File: src/rtl/patch_fetch_ctrl_if.sv
// Read-request bus between the patch fetch sequencer and the activation cache.
interface patch_fetch_ctrl_if #(
    parameter int unsigned ADDR_WIDTH = 21
) ();
    logic                  request;
    logic                  read_write;
    logic [ADDR_WIDTH-1:0] address;
    logic                  valid;
    logic                  error;

    modport master (
        output request, read_write, address,
        input  valid, error
    );

    modport slave (
        input  request, read_write, address,
        output valid, error
    );
endinterface

File: src/rtl/patch_fetch_ctrl.sv
// Fetches M activations from the cache into activation_cache slots 0..M-1
// and flags completion, cache error or response timeout.
module patch_fetch_ctrl #(
    parameter int unsigned M           = 16,
    parameter int unsigned ADDR_WIDTH  = 21,
    parameter int unsigned ADDR_STRIDE = 1,
    parameter int unsigned TIMEOUT     = 255,
    localparam int unsigned IDX_W      = $clog2(M),
    localparam int unsigned TMO_W      = $clog2(TIMEOUT + 1)
) (
    input  logic                  clk,
    input  logic                  reset,
    input  logic                  start,
    input  logic [ADDR_WIDTH-1:0] base_address,
    patch_fetch_ctrl_if.master    cache,
    output logic                  store_enable,
    output logic [IDX_W-1:0]      index,
    output logic                  busy,
    output logic                  done,
    output logic                  patch_ready,
    output logic                  fetch_error
);

    typedef enum logic [2:0] {
        IDLE  = 3'd0,
        ISSUE = 3'd1,
        WAIT  = 3'd2,
        DONE  = 3'd3,
        ERR   = 3'd4
    } state_e;

    state_e                state_q, state_d;
    logic [IDX_W-1:0]      idx_q, idx_d;
    logic [TMO_W-1:0]      tmo_q, tmo_d;
    logic [ADDR_WIDTH-1:0] address_q, address_d;
    logic                  request_q, request_d;
    logic                  busy_q, busy_d;
    logic                  done_q, done_d;
    logic                  patch_ready_q, patch_ready_d;
    logic                  fetch_error_q, fetch_error_d;

    always_ff @(posedge clk) begin
        if (reset) begin
            state_q       <= IDLE;
            idx_q         <= '0;
            tmo_q         <= '0;
            address_q     <= '0;
            request_q     <= 1'b0;
            busy_q        <= 1'b0;
            done_q        <= 1'b0;
            patch_ready_q <= 1'b0;
            fetch_error_q <= 1'b0;
        end else begin
            state_q       <= state_d;
            idx_q         <= idx_d;
            tmo_q         <= tmo_d;
            address_q     <= address_d;
            request_q     <= request_d;
            busy_q        <= busy_d;
            done_q        <= done_d;
            patch_ready_q <= patch_ready_d;
            fetch_error_q <= fetch_error_d;
        end
    end

    // store_enable must be combinational: the cache slot samples activation_out on the valid edge.
    always_comb begin
        state_d       = state_q;
        idx_d         = idx_q;
        tmo_d         = tmo_q;
        address_d     = address_q;
        patch_ready_d = patch_ready_q;
        fetch_error_d = fetch_error_q;
        store_enable  = 1'b0;

        unique case (state_q)
            IDLE: begin
                if (start) begin
                    state_d       = ISSUE;
                    address_d     = base_address;
                    idx_d         = '0;
                    tmo_d         = '0;
                    patch_ready_d = 1'b0;
                    fetch_error_d = 1'b0;
                end
            end
            ISSUE: state_d = WAIT;
            WAIT: begin
                if (cache.error) begin
                    state_d = ERR;
                end else if (cache.valid) begin
                    store_enable = 1'b1;
                    if (idx_q == IDX_W'(M - 1)) begin
                        state_d = DONE;
                    end else begin
                        state_d   = ISSUE;
                        idx_d     = idx_q + IDX_W'(1);
                        tmo_d     = '0;
                        address_d = address_q + ADDR_WIDTH'(ADDR_STRIDE);
                    end
                end else if (tmo_q == TMO_W'(TIMEOUT - 1)) begin
                    state_d = ERR;
                end else begin
                    tmo_d = tmo_q + TMO_W'(1);
                end
            end
            DONE: begin
                patch_ready_d = 1'b1;
                state_d       = IDLE;
            end
            ERR: begin
                fetch_error_d = 1'b1;
                state_d       = IDLE;
            end
            default: state_d = IDLE;
        endcase

        // Registered strobes track the state being entered.
        request_d = (state_d == ISSUE);
        busy_d    = (state_d != IDLE);
        done_d    = (state_d == DONE);
    end

    assign cache.request    = request_q;
    assign cache.read_write = 1'b1;
    assign cache.address    = address_q;
    assign index            = idx_q;
    assign busy             = busy_q;
    assign done             = done_q;
    assign patch_ready      = patch_ready_q;
    assign fetch_error      = fetch_error_q;

endmodule

File: src/flat_wrapper.sv
// flat-port wrapper written by rule: the top's interface ports become plain ports
module patch_fetch_ctrl_flat 
#(
    parameter int unsigned M           = 16,
    parameter int unsigned ADDR_WIDTH  = 21,
    parameter int unsigned ADDR_STRIDE = 1,
    parameter int unsigned TIMEOUT     = 255,
    localparam int unsigned IDX_W      = $clog2(M),
    localparam int unsigned TMO_W      = $clog2(TIMEOUT + 1)
)
  (clk, reset, start, base_address, store_enable, index, busy, done, patch_ready, fetch_error, cache_request, cache_read_write, cache_address, cache_valid, cache_error);
  patch_fetch_ctrl_if #(.ADDR_WIDTH(ADDR_WIDTH)) cache_i ();
  input  logic clk;
  input  logic reset;
  input  logic start;
  input  logic [ADDR_WIDTH-1:0] base_address;
  output logic store_enable;
  output logic [IDX_W-1:0] index;
  output logic busy;
  output logic done;
  output logic patch_ready;
  output logic fetch_error;
  output wire logic [$bits(cache_i.request)-1:0] cache_request;
  output wire logic [$bits(cache_i.read_write)-1:0] cache_read_write;
  output wire logic [$bits(cache_i.address)-1:0] cache_address;
  input wire logic [$bits(cache_i.valid)-1:0] cache_valid;
  input wire logic [$bits(cache_i.error)-1:0] cache_error;
  assign cache_request = cache_i.request;
  assign cache_read_write = cache_i.read_write;
  assign cache_address = cache_i.address;
  assign cache_i.valid = cache_valid;
  assign cache_i.error = cache_error;
  patch_fetch_ctrl #(.M(M), .ADDR_WIDTH(ADDR_WIDTH), .ADDR_STRIDE(ADDR_STRIDE), .TIMEOUT(TIMEOUT)) u_core (.clk(clk), .reset(reset), .start(start), .base_address(base_address), .cache(cache_i), .store_enable(store_enable), .index(index), .busy(busy), .done(done), .patch_ready(patch_ready), .fetch_error(fetch_error));
endmodule
File: config.mk
export PLATFORM = sky130hd
export DESIGN_NAME = patch_fetch_ctrl_flat
export DESIGN_NICKNAME = d
export VERILOG_FILES = /design/src/rtl/patch_fetch_ctrl_if.sv /design/src/rtl/patch_fetch_ctrl.sv /design/src/flat_wrapper.sv
export SDC_FILE = /design/constraint.sdc
export NUM_CORES = 1
export LEC_CHECK = 0
export BUFFER_PORTS_ARGS = -buffer_cell sky130_fd_sc_hd__buf_2
export CORE_ASPECT_RATIO = 1.5
export CORE_MARGIN = 5
export CORE_UTILIZATION = 30
export DETAILED_ROUTE_END_ITERATION = 10
export RECOVER_POWER = 50
export SYNTH_ARGS = -nofsm -noshare
export SYNTH_HDL_FRONTEND = slang
export SYNTH_SLANG_ARGS = --single-unit
File: constraint.sdc
create_clock -name clk -period 5.69 [get_ports clk]
set_input_delay 0.8535 -clock clk [delete_from_list [all_inputs] [get_ports clk]]
set_output_delay 0.8535 -clock clk [all_outputs]
set_load 0.03 [all_outputs]
======== Word-level counts from Yosys, hierarchy flattened ========
Cells that the tools add are included.
operators by class
  add/subtract/negate cells ............... 3
  multipliers ............................. 0
  div/mod/pow operators ................... 0
  order comparisons ....................... 0
  equal/unequal tests ..................... 14
  shift-type cells ........................ 0
  mux-type cells .......................... 28
  bitwise logic cells ..................... 0
  reduce and logical (&&, ||, !) cells .... 9
operators with widths
  kind                                                 count
  two-way mux 21 bit                                   4
  one-hot mux 21 bit (2 select lines)                  1
  two-way mux 8 bit                                    5
  adder 21 x 1 -> 21 bit, second input constant        1
  two-way mux 4 bit                                    4
  one-hot mux 8 bit (2 select lines)                   1
  two-way mux 3 bit                                    4
  AND reduction 5 bit                                  2
  equality test 3 x 2 -> 1 bit, second input constant  3
  one-hot mux 3 bit (3 select lines)                   1
  adder 8 x 1 -> 8 bit, second input constant          1
  equality test 8 bit, second input constant           1
  != test 2 bit, second input constant                 4
  one-hot mux 4 bit (2 select lines)                   1
  equality test 3 x 1 -> 1 bit, second input constant  2
  != test 3 bit, second input constant                 2
  nonzero test 2 bit                                   3
  adder 4 x 1 -> 4 bit, second input constant          1
  equality test 4 bit, second input constant           1
  two-way mux 1 bit                                    4
  one-hot mux 1 bit (2 select lines)                   2
  AND reduction 2 bit                                  2
  equality test 3 bit, second input constant           1
  logical NOT 3 bit                                    1
  2 further kinds                                      2
storage, ports and cells
  register bits ........................... 41
  latch bits .............................. 0
  RAM bits ................................ 0
  bits in read-only memories .............. 0
  input bits .............................. 26
  output and inout bits ................... 32
  logic and storage cells ................. 63
  memories ................................ 0

======== Depth between registers and ports, before layout ========
Gate-level depths: netlist of the first run.
  depth in word-level cells ............... 6
  mapped depth ............................ 8
  depth with buffers taken out ............ 7

======== Worst setup path after synthesis of the first run ========
No wires, ideal clock.
  kind .................................... input port to output port
  start ................................... input cache_valid
  end ..................................... output store_enable
  data arrival time ....................... 1.489 ns
  data required time ...................... 4.837 ns
  slack ................................... 3.347 ns
  cell stages on the path ................. 3
  buffers on the path ..................... 0
  cell sequence ........................... nor2b_1 nand2_1 inv_1
on the way
  word-level cells in the longest chain between the ends .. 3
RTL lines
  element            line                    source
  start, declared    flat_wrapper.sv:26      input wire logic [$bits(cache_i.valid)-1:0] cache_valid;
  two-way mux 1 bit  patch_fetch_ctrl.sv:91  end else if (cache.valid) begin
  two-way mux 1 bit  patch_fetch_ctrl.sv:89  if (cache.error) begin
  two-way mux 1 bit  patch_fetch_ctrl.sv:76  unique case (state_q)
  end, declared      flat_wrapper.sv:17      output logic store_enable;
Every way passes these cells.

======== Final worst setup path of the first run ========
  start ................................... register u_core.state_q[1]
  end ..................................... output store_enable
on the way
  word-level cells in the longest chain between the ends .. 2
RTL lines
  element                       line                    source
  start, declared               patch_fetch_ctrl.sv:32  state_e state_q, state_d;
  start signal, assigned        patch_fetch_ctrl.sv:54  state_q <= state_d;
  equality test 3 x 2 -> 1 bit  patch_fetch_ctrl.sv:76
  two-way mux 1 bit             patch_fetch_ctrl.sv:76
Every way passes these cells.

==> results of run 1 <==
logic make-up (layout without fill, tap and decap cells):
| family | count (synthesis) | in the layout | share of synthesized area |
|---|---|---|---|
| other | 1 | 1 | 0.001587 |
| adders and majority gates | 4 | 4 | 0.02118 |
| buffers and inverters | 24 | 71 | 0.05347 |
| AOI/OAI and AO/OA | 86 | 86 | 0.2382 |
| xor gates and xnor gates | 3 | 3 | 0.01112 |
| DFF | 41 | 41 | 0.3473 |
| and+or+nand+nor | 135 | 135 | 0.3145 |
| muxes | 3 | 3 | 0.01271 |
routing by layer:
layer / vias up / track usage / wire, um
li1: 1180 / - / -
met1: 1092 / 0.1599 / 2767
met2: 49 / 0.2525 / 3540
met3: 18 / 0.02968 / 304
met4: 0 / 0.06029 / 178
met5: - / 0 / 0
flip-flops by register name, summed over array words and instances (netlist names):
| signal | cells |
|---|---|
| u_core.busy | 1 |
| u_core.fetch_error | 1 |
| u_core.state_q | 3 |
| u_core.cache.address | 21 |
| u_core.tmo_q | 8 |
| u_core.done | 1 |
| u_core.cache.request | 1 |
| u_core.index | 4 |
| u_core.patch_ready | 1 |
Yosys cell counts, types with 2 or more instances:
cell type	n	area, sq um
dfxtp_1	41	820.8
nand2_1	31	116.4
a21oi_1	30	150.1
nor2_1	25	93.84
nand3_1	24	120.1
o21ai_0	18	90.09
nor3_1	12	60.06
buf_2	7	35.03
inv_1	7	26.28
nand4_1	7	43.79
or3_1	6	37.54
a211oi_1	5	37.54
clkbuf_1	5	18.77
o31ai_1	5	37.54
ha_1	4	50.05
nor2b_1	4	25.02
a31oi_1	3	18.77
buf_6	3	33.78
mux2i_1	3	30.03
a21o_1	2	15.01
a21oi_2	2	17.52
and2_1	2	12.51
and3_1	2	12.51
and4_1	2	17.52
nand2b_1	2	12.51
nor4_1	2	12.51
nor4_2	2	25.02
o21ai_1	2	10.01
o221a_2	2	22.52
o32ai_1	2	17.52
or2_2	2	12.51
xnor2_1	2	17.52
power by group through the flow:
| stage | combinational (uW) | sequential (uW) | clock, uW |
|---|---|---|---|
| floorplan | 86.4 | 364 | 0 |
| global placement | 154 | 338 | 0 |
| detailed placement | 155 | 339 | 0 |
| CTS | 156 | 333 | 307 |
| global route | 165 | 336 | 321 |
| finish | 150 | 334 | 302 |
final timing paths:
check	cells past startpoint	slack (ns)	from	to
hold reg to reg	2	0.49	u_core.tmo_q[5]$_SDFFE_PP0P_	u_core.tmo_q[5]$_SDFFE_PP0P_
setup reg to reg	4	2.90	u_core.state_q[1]$_SDFF_PP0_	u_core.tmo_q[5]$_SDFFE_PP0P_
setup / recovery	4	2.46	u_core.state_q[1]$_SDFF_PP0_	store_enable
hold / removal	2	0.49	u_core.tmo_q[5]$_SDFFE_PP0P_	u_core.tmo_q[5]$_SDFFE_PP0P_
final cells by class:
type	instances	area, sq um
clock buffers	7	152.6
clock inverters	1	5.005
fillers	853	4871
inverters	7	26.28
multi-input cells	232	1416
flip-flops and latches	41	820.8
well taps	102	127.6
repair buffers	56	241.5
worst min-delay path, stage by stage (launching register included):
cell	delay, ns
dfxtp_1	0.32
o31ai_1	0.06
a21oi_1	0.06
metrics by stage:
stage	utilization	worst slack, ns
floorplan	-	3.347
global placement	0.3487	2.737
detailed placement	0.3487	2.692
CTS	0.3693	2.397
global route	0.3642	2.194
finish	0.3642	2.465
==> metrics.txt, run 1 <==
outcome completed; layout cells sized above 1 0.1483; Tot Pwr 785.8 uW; worst-path cell chain nor3b_4, nand2_1, inv_1, buf_2; Die Y 118.7 um; Vias 2339; Peak VDD IR 0.1438 mV; # hold bufs at CTS 0; Final Skew 0.004249 ns; Crit path arrival time 2.37 ns; Worst-path clk slew 0.06 ns; Final ANT Viol Nets 0; leading cell type in the layout, fill and taps excluded dfxtp_1; post-CTS setup repair buffer count 0; Hold WS 0.4898 ns; drt total wl 6791 um; slowest stage delay, CP 0.95 ns; # rows 39; Critical Path Sink Type output port; Final Hold Fails 0; pwr dens 281.6 mW/mm^2; Post-synth EDFFs 0; CTS tree yes; Cell Count, Final, Fillers Out 446; routability cong. 0.8222; drc violations 0; number of gates resized after CTS 0; die area 0.009790 sq mm; max_cap viols 0; # diodes 0; antenna violations before repair 0; Seq pwr share 0.425; register area share after synthesis 0.3473; area delta synth->final 18.05%; clock buffer depth 2; largest net degree at the start of global routing 32; Tot GR Track Use 0.1430; Vias/cell 5.244; Setup crit start kind flip-flop; Crit Path Max Fanout 31; remaining global-route overflow 0; ys async rst share 0; Post-DP Area 0.002671 sq mm; Crit Path Category flip-flop to output port; final period utilization 0.5668; worst slew pin tran 1.459 ns; number of global-route vias before repair 2368; synth unique cells 63; CP Buf/Inv Count 2; Switching Fraction 0.3133; die width 82.47 um; starting density of the core 0.3085; Placeable Area 0.007661 sq mm; required time at the worst-slack endpoint 4.84 ns; minimum clock period after layout 3.225 ns; Num CTS Buffers 5; Post-Syn Instances 297; number of synthesized register bits 41; # nets final 373; DP Cell Count 438; Avg WL per Cell 15.23 um; Pleak 0.0009619 uW; Yosys warnings 0; TNS Setup 0 ns; clock latency on the worst-skew pair 0.28 ns; max-slew violations 0; Slew Limit Headroom 0.02753; Mean Syn Cell Area 7.958 sq um; commonest cells after routing, fill and taps aside dfxtp_1, nand2_1, clkbuf_1; combinational share of power 0.190; drt pass-1 iters 4; ys flop type dfxtp_1; H-tree depth 2; Psw 246.2 uW; Worst Hold Class flip-flop to flip-flop; fmax 0.3101 GHz; first-pass GRT wire length 11050 um; crit-path leading delay family simple AND/OR/NAND/NOR gates; Mapped Nets 327; CTS Sinks 41; hpwl dp 5046 um; # port buffers 56; critical path's slowest cell nor3b_4; Starting DRT DRC Count 123; Mapped Area 0.002364 sq mm; num ports 58; internal power 539.6 uW; RSZ-0062 raised after global routing false; cell area after layout 0.002790 sq mm; Clock Power Share 0.385; final setup fails 0; root buf cell clkbuf_16
Power figures use the tool's default switching activity.
==> inputs of run 2 (changes only) <==
- ABC_AREA: not set -> 1
- clock period: 5.69 -> 2.6 ns (I/O delays scaled with it)
==> metrics.txt, run 2 <==
outcome completed; reg2reg path depth 11; synth cell count leaders nand2_1, nor2_1, inv_1; Yosys warnings 0; Cell Count, Final, Fillers Out 576; remaining global-route overflow 0; # rows 41; register area share after synthesis 0.3233; final setup fails 0; required time at the worst-slack endpoint 2.21 ns; DP Cell Count 568; Worst R2R Start u_core.state_q[0]$_SDFF_PP0_; worst slew pin tran 0.4982 ns; RSZ-0062 raised after global routing false; crit path from u_core.state_q[0]$_SDFF_PP0_; Synth Area in XOR/XNOR 0.006900; max-slew violations 0; Slew Limit Headroom 0.6653; Starting DRT DRC Count 168; CTS tree yes; synth unique cells 32; # nets final 498; mux contribution to synthesized area 0; first-pass GRT wire length 12390 um; Final Hold Fails 0; num ports 58; Post-Syn Instances 416; Mapped Nets 446; Crit Path Max Fanout 28; CTS Sinks 41; Crit path arrival time 1.77 ns; Reg2Reg Capture Point u_core.index[2]$_SDFFE_PP0P_; routability cong. 0.8975; Die Y 122.7 um; Post-Synth Adder-Cell Area 0.01971; # diodes 0; Vias/cell 4.793; Critical Path Sink Type output port; layout cells sized above 1 0.1194; pwr dens 588.8 mW/mm^2; Num CTS Buffers 5; post-synthesis compound-gate area fraction 0.1434; commonest cells after routing, fill and taps aside nand2_1, nor2_1, inv_1; most common cell in the netlist nand2_1; Tot GR Track Use 0.1468; synth top area cells dfxtp_1, nand2_1, a21oi_1; max_cap viols 0; number of synthesized register bits 41; Setup crit start kind flip-flop; number of global-route vias before repair 2672; dpl ws 0.5837 ns; final worst setup slack 0.4435 ns; Placeable Area 0.008362 sq mm; Final ANT Viol Nets 0; clock latency on the worst-skew pair 0.28 ns; Mapped Area 0.002539 sq mm; filler instances 942; Worst Hold Class primary input to flip-flop; TNS Setup 0 ns; Tot Pwr 1783 uW; # hold bufs at CTS 0; minimum clock period after layout 2.157 ns; Synth Area in Simple Gates 0.4036; area delta synth->final 19.27%; largest net degree at the start of global routing 31; Worst-path clk slew 0.06 ns; # port buffers 56; clock buffer depth 2; max reg flops 21; Vias 2761; Post-synth EDFFs 0; post-synthesis cell type with the largest combined area dfxtp_1; drt pass-1 iters 4; hpwl dp 5607 um; top cell type's share of synthesized area 0.3233; Crit Path Category flip-flop to output port; post-CTS setup repair buffer count 0; ys flop type dfxtp_1; final period utilization 0.8294; Setup crit end store_enable; H-tree depth 2; ys async rst share 0; drt total wl 7446 um; Pleak 0.001189 uW; Mean Syn Cell Area 6.103 sq um; starting density of the core 0.3036; die width 85.11 um; Avg WL per Cell 12.93 um; fmax 0.4637 GHz; antenna violations before repair 0; number of gates resized after CTS 0; cell area after layout 0.003028 sq mm; Peak VDD IR 0.3368 mV; register-to-register setup slack 0.52 ns; root buf cell clkbuf_16; main combinational cell family by area after synthesis simple AND/OR/NAND/NOR gates; Post-DP Area 0.002902 sq mm; Final Skew 0.004525 ns; drc violations 0; die area 0.01044 sq mm; leading cell type in the layout, fill and taps excluded nand2_1
## run 2: changes by cell type after synthesis, moves of 5 or more
| cell | change |
|---|---|
| a21oi_1 | +11 |
| o31ai_1 | -5 |
| inv_1 | +36 |
| nand2_1 | +97 |
| or3_1 | -6 |
| nor2_1 | +19 |
| nand3_1 | +10 |
## run 2: how the worst min path moves through the flow
| stage | startpoint | end | depth (start not counted) |
|---|---|---|---|
| 4_1_cts | base_address[2] | u_core.cache.address[2]$_SDFFE_PP0P_ | 3 |
| 3_3_place_gp | u_core.patch_ready$_SDFFE_PP0P_ | u_core.patch_ready$_SDFFE_PP0P_ | 2 |
| 5_1_grt | base_address[2] | u_core.cache.address[2]$_SDFFE_PP0P_ | 3 |
| 6_report | base_address[2] | u_core.cache.address[2]$_SDFFE_PP0P_ | 3 |
| 3_5_place_dp | u_core.patch_ready$_SDFFE_PP0P_ | u_core.patch_ready$_SDFFE_PP0P_ | 2 |
| 2_1_floorplan | u_core.tmo_q[7]$_SDFFE_PP0P_ | u_core.tmo_q[7]$_SDFFE_PP0P_ | 2 |
## run 2: final cells by class
| type | instances | area [sq um] | share of cell area |
|---|---|---|---|
| repair buffers | 60 | 272.8 | 0.09008 |
| clock inverters | 2 | 37.54 | 0.01240 |
| well taps | 107 | 133.9 | 0.04421 |
| inverters | 47 | 176.4 | 0.05826 |
| flip-flops and latches | 41 | 820.8 | 0.2711 |
| multi-input cells | 313 | 1448 | 0.4781 |
| clock buffers | 6 | 138.9 | 0.04587 |
## run 2: critical path, cell delays in order (launching register included)
cell and delay [ns]:
dfxtp_1 0.33, inv_1 0.10, nand2_1 0.06, nor2_1 0.20, buf_4 0.34, nand3_1 0.19
inv_1 0.08, buf_2 0.19
## run 2: metrics by stage
stage          hold slack, ns  utilization
2_1_floorplan          0.4573            -
3_3_place_gp           0.4592       0.3470
3_5_place_dp           0.4619       0.3470
4_1_cts                0.4238       0.3681
5_1_grt                0.4547       0.3621
6_report               0.4340       0.3621
## run 2: where the power goes
| part | leakage [uW] | switching, uW | total (uW) | internal (uW) |
|---|---|---|---|---|
| combinational | 0.000771 | 227 | 321 | 94.0 |
| sequential | 0.000335 | 54.8 | 725 | 670 |
| clock | 0.0000831 | 258 | 737 | 479 |
## run 2: cells by family after synthesis
logic type,Yosys count
other,1
AO/OA/AOI/OAI,70
adder cells (fa/ha/maj),4
XOR/XNOR,2
buffers and inverters,62
AND/OR/NAND/NOR,236
flip-flops,41
## run 2: routing by layer
metal	vias up	GRT usage	wire length (um)
li1	1440	-	-
met1	1266	0.1544	2865
met2	47	0.2850	4170
met3	8	0.02418	296
met4	0	0.05644	113
met5	-	0	0
==> inputs of run 3 (changes only) <==
- clock period: 2.6 -> 1.7 ns (I/O delays scaled with it)
==> metrics.txt, run 3 (synthesis results as in run 2) <==
outcome completed; Critical Path Sink Type flip-flop; first-pass GRT wire length 12480 um; Switching Fraction 0.3067; Tot GR Track Use 0.1473; max reg flops 21; Pleak 0.001249 uW; combinational share of power 0.196; Worst Hold Class primary input to flip-flop; reg2reg path depth 10; Hold WS 0.2762 ns; Clock Power Share 0.410; fmax 0.6295 GHz; filler instances 942; Psw 854.7 uW; number of global-route vias before repair 2700; area delta synth->final 24.05%; routability cong. 0.8881; max_cap viols 0; starting density of the core 0.3036; footprint of the multi-input gates 0.001475 sq mm; TNS Setup 0 ns; drc violations 0; H-tree depth 2; Setup crit start kind flip-flop; Seq pwr share 0.394; remaining global-route overflow 0; largest net degree at the start of global routing 31; Worst-path clk slew 0.06 ns; Reg2Reg Capture Point u_core.cache.address[14]$_SDFFE_PP0P_; Hold Path End u_core.cache.address[2]$_SDFFE_PP0P_; Crit Path Max Fanout 5; hold_sp base_address[2]; Final ANT Viol Nets 0; clock latency on the worst-skew pair 0.28 ns; register area 827.0 sq um; Starting DRT DRC Count 167; Worst R2R Start u_core.cache.address[1]$_SDFFE_PP0P_; clock buffer depth 2; pwr dens 884.9 mW/mm^2; crit path from u_core.cache.address[1]$_SDFFE_PP0P_; CTS Sinks 41; Die Y 122.7 um; dpl ws 0.02343 ns; Tot Pwr 2787 uW; drt pass-1 iters 4; CTS tree yes; cell area after layout 0.003149 sq mm; num ports 58; Crit Path Category flip-flop to flip-flop; register-to-register setup slack 0.11 ns; antenna violations before repair 0; die area 0.01044 sq mm; final setup fails 0; root buf cell clkbuf_16; layout cells sized above 1 0.1548; hpwl dp 5653 um; Avg WL per Cell 13.04 um; leading cell type in the layout, fill and taps excluded nand2_1; Final Hold Fails 0; final period utilization 0.9345; required time at the worst-slack endpoint 1.86 ns; commonest cells after routing, fill and taps aside nand2_1, inv_1, nor2_1; # rows 41; # diodes 0; Placeable Area 0.008362 sq mm; minimum clock period after layout 1.589 ns; Final Skew 0.002631 ns; internal power 1932 uW; Vias 2810; # port buffers 56; drt total wl 7628 um; final worst setup slack 0.1113 ns; # hold bufs at CTS 0; Peak VDD IR 0.4893 mV; hold path cells 3; Post-DP Area 0.002977 sq mm; Num CTS Buffers 5; Vias/cell 4.803; Crit path arrival time 1.75 ns; RSZ-0062 raised after global routing false; # nets final 507; max-slew violations 0; die width 85.11 um
[run 3: cell count changes in the layout (fill, tap and decap cells not counted), moves of 2 or more]
| cell | change |
|---|---|
| dfxtp_2 | +5 |
| buf_4 | +5 |
| buf_6 | +2 |
| dfxtp_1 | -5 |
| nor2_4 | +3 |
| nor2_1 | -2 |
[run 3: timing repair]
| item | CTS | global route |
|---|---|---|
| resized for setup | 0 | 11 |
| buffers inserted | 0 | 1 |
| endpoints found under the setup margin | 0 | 10 |
[run 3: critical path: stages, from the launching register on]
cell and delay [ns]:
dfxtp_2 0.38, ha_1 0.18, nand2_1 0.10, nor2_4 0.14, inv_1 0.06, nor2_1 0.21, nand3_1 0.11, nand2_1 0.07
nand3_1 0.09, nand2_1 0.08, a21oi_1 0.05
[run 3: how the worst max path moves through the flow]
| stage | end | cells past startpoint |
|---|---|---|
| 5_1_grt | u_core.cache.address[18]$_SDFFE_PP0P_ | 10 |
| 3_3_place_gp | u_core.cache.address[12]$_SDFFE_PP0P_ | 9 |
| 4_1_cts | u_core.cache.address[12]$_SDFFE_PP0P_ | 9 |
| 2_1_floorplan | u_core.index[0]$_SDFFE_PP0P_ | 8 |
| 3_5_place_dp | u_core.cache.address[12]$_SDFFE_PP0P_ | 9 |
| 6_report | u_core.cache.address[14]$_SDFFE_PP0P_ | 10 |
[run 3: routing by layer]
layer | part of all wire | track usage | vias up | wire, um
met5 | 0 | 0 | - | 0
met4 | 0.022 | 0.05743 | 0 | 168
met3 | 0.048 | 0.02216 | 13 | 366
met2 | 0.55 | 0.2860 | 67 | 4184
met1 | 0.38 | 0.1559 | 1281 | 2909
li1 | - | - | 1449 | -
[run 3: through the flow]
step	instances	utilization
CTS	584	0.3771
global route	585	0.3766
floorplan	416	-
global placement	576	0.3560
detailed placement	576	0.3560
finish	585	0.3766
[run 3: cell type report]
type,count,share of cell area
Multi-Input combinational cell,313,0.4684
Sequential cell,41,0.2626
Timing Repair Buffer,69,0.1136
Inverter,47,0.05681
Clock buffer,6,0.04410
Tap cell,107,0.04251
Clock inverter,2,0.01192
[run 3: power by group through the flow]
stage	clock, uW	combinational, uW	sequential [uW]
6_report	1140	546	1100
2_1_floorplan	0	266	1220
3_3_place_gp	0	548	1110
5_1_grt	1210	607	1110
3_5_place_dp	0	556	1120
4_1_cts	1170	557	1100
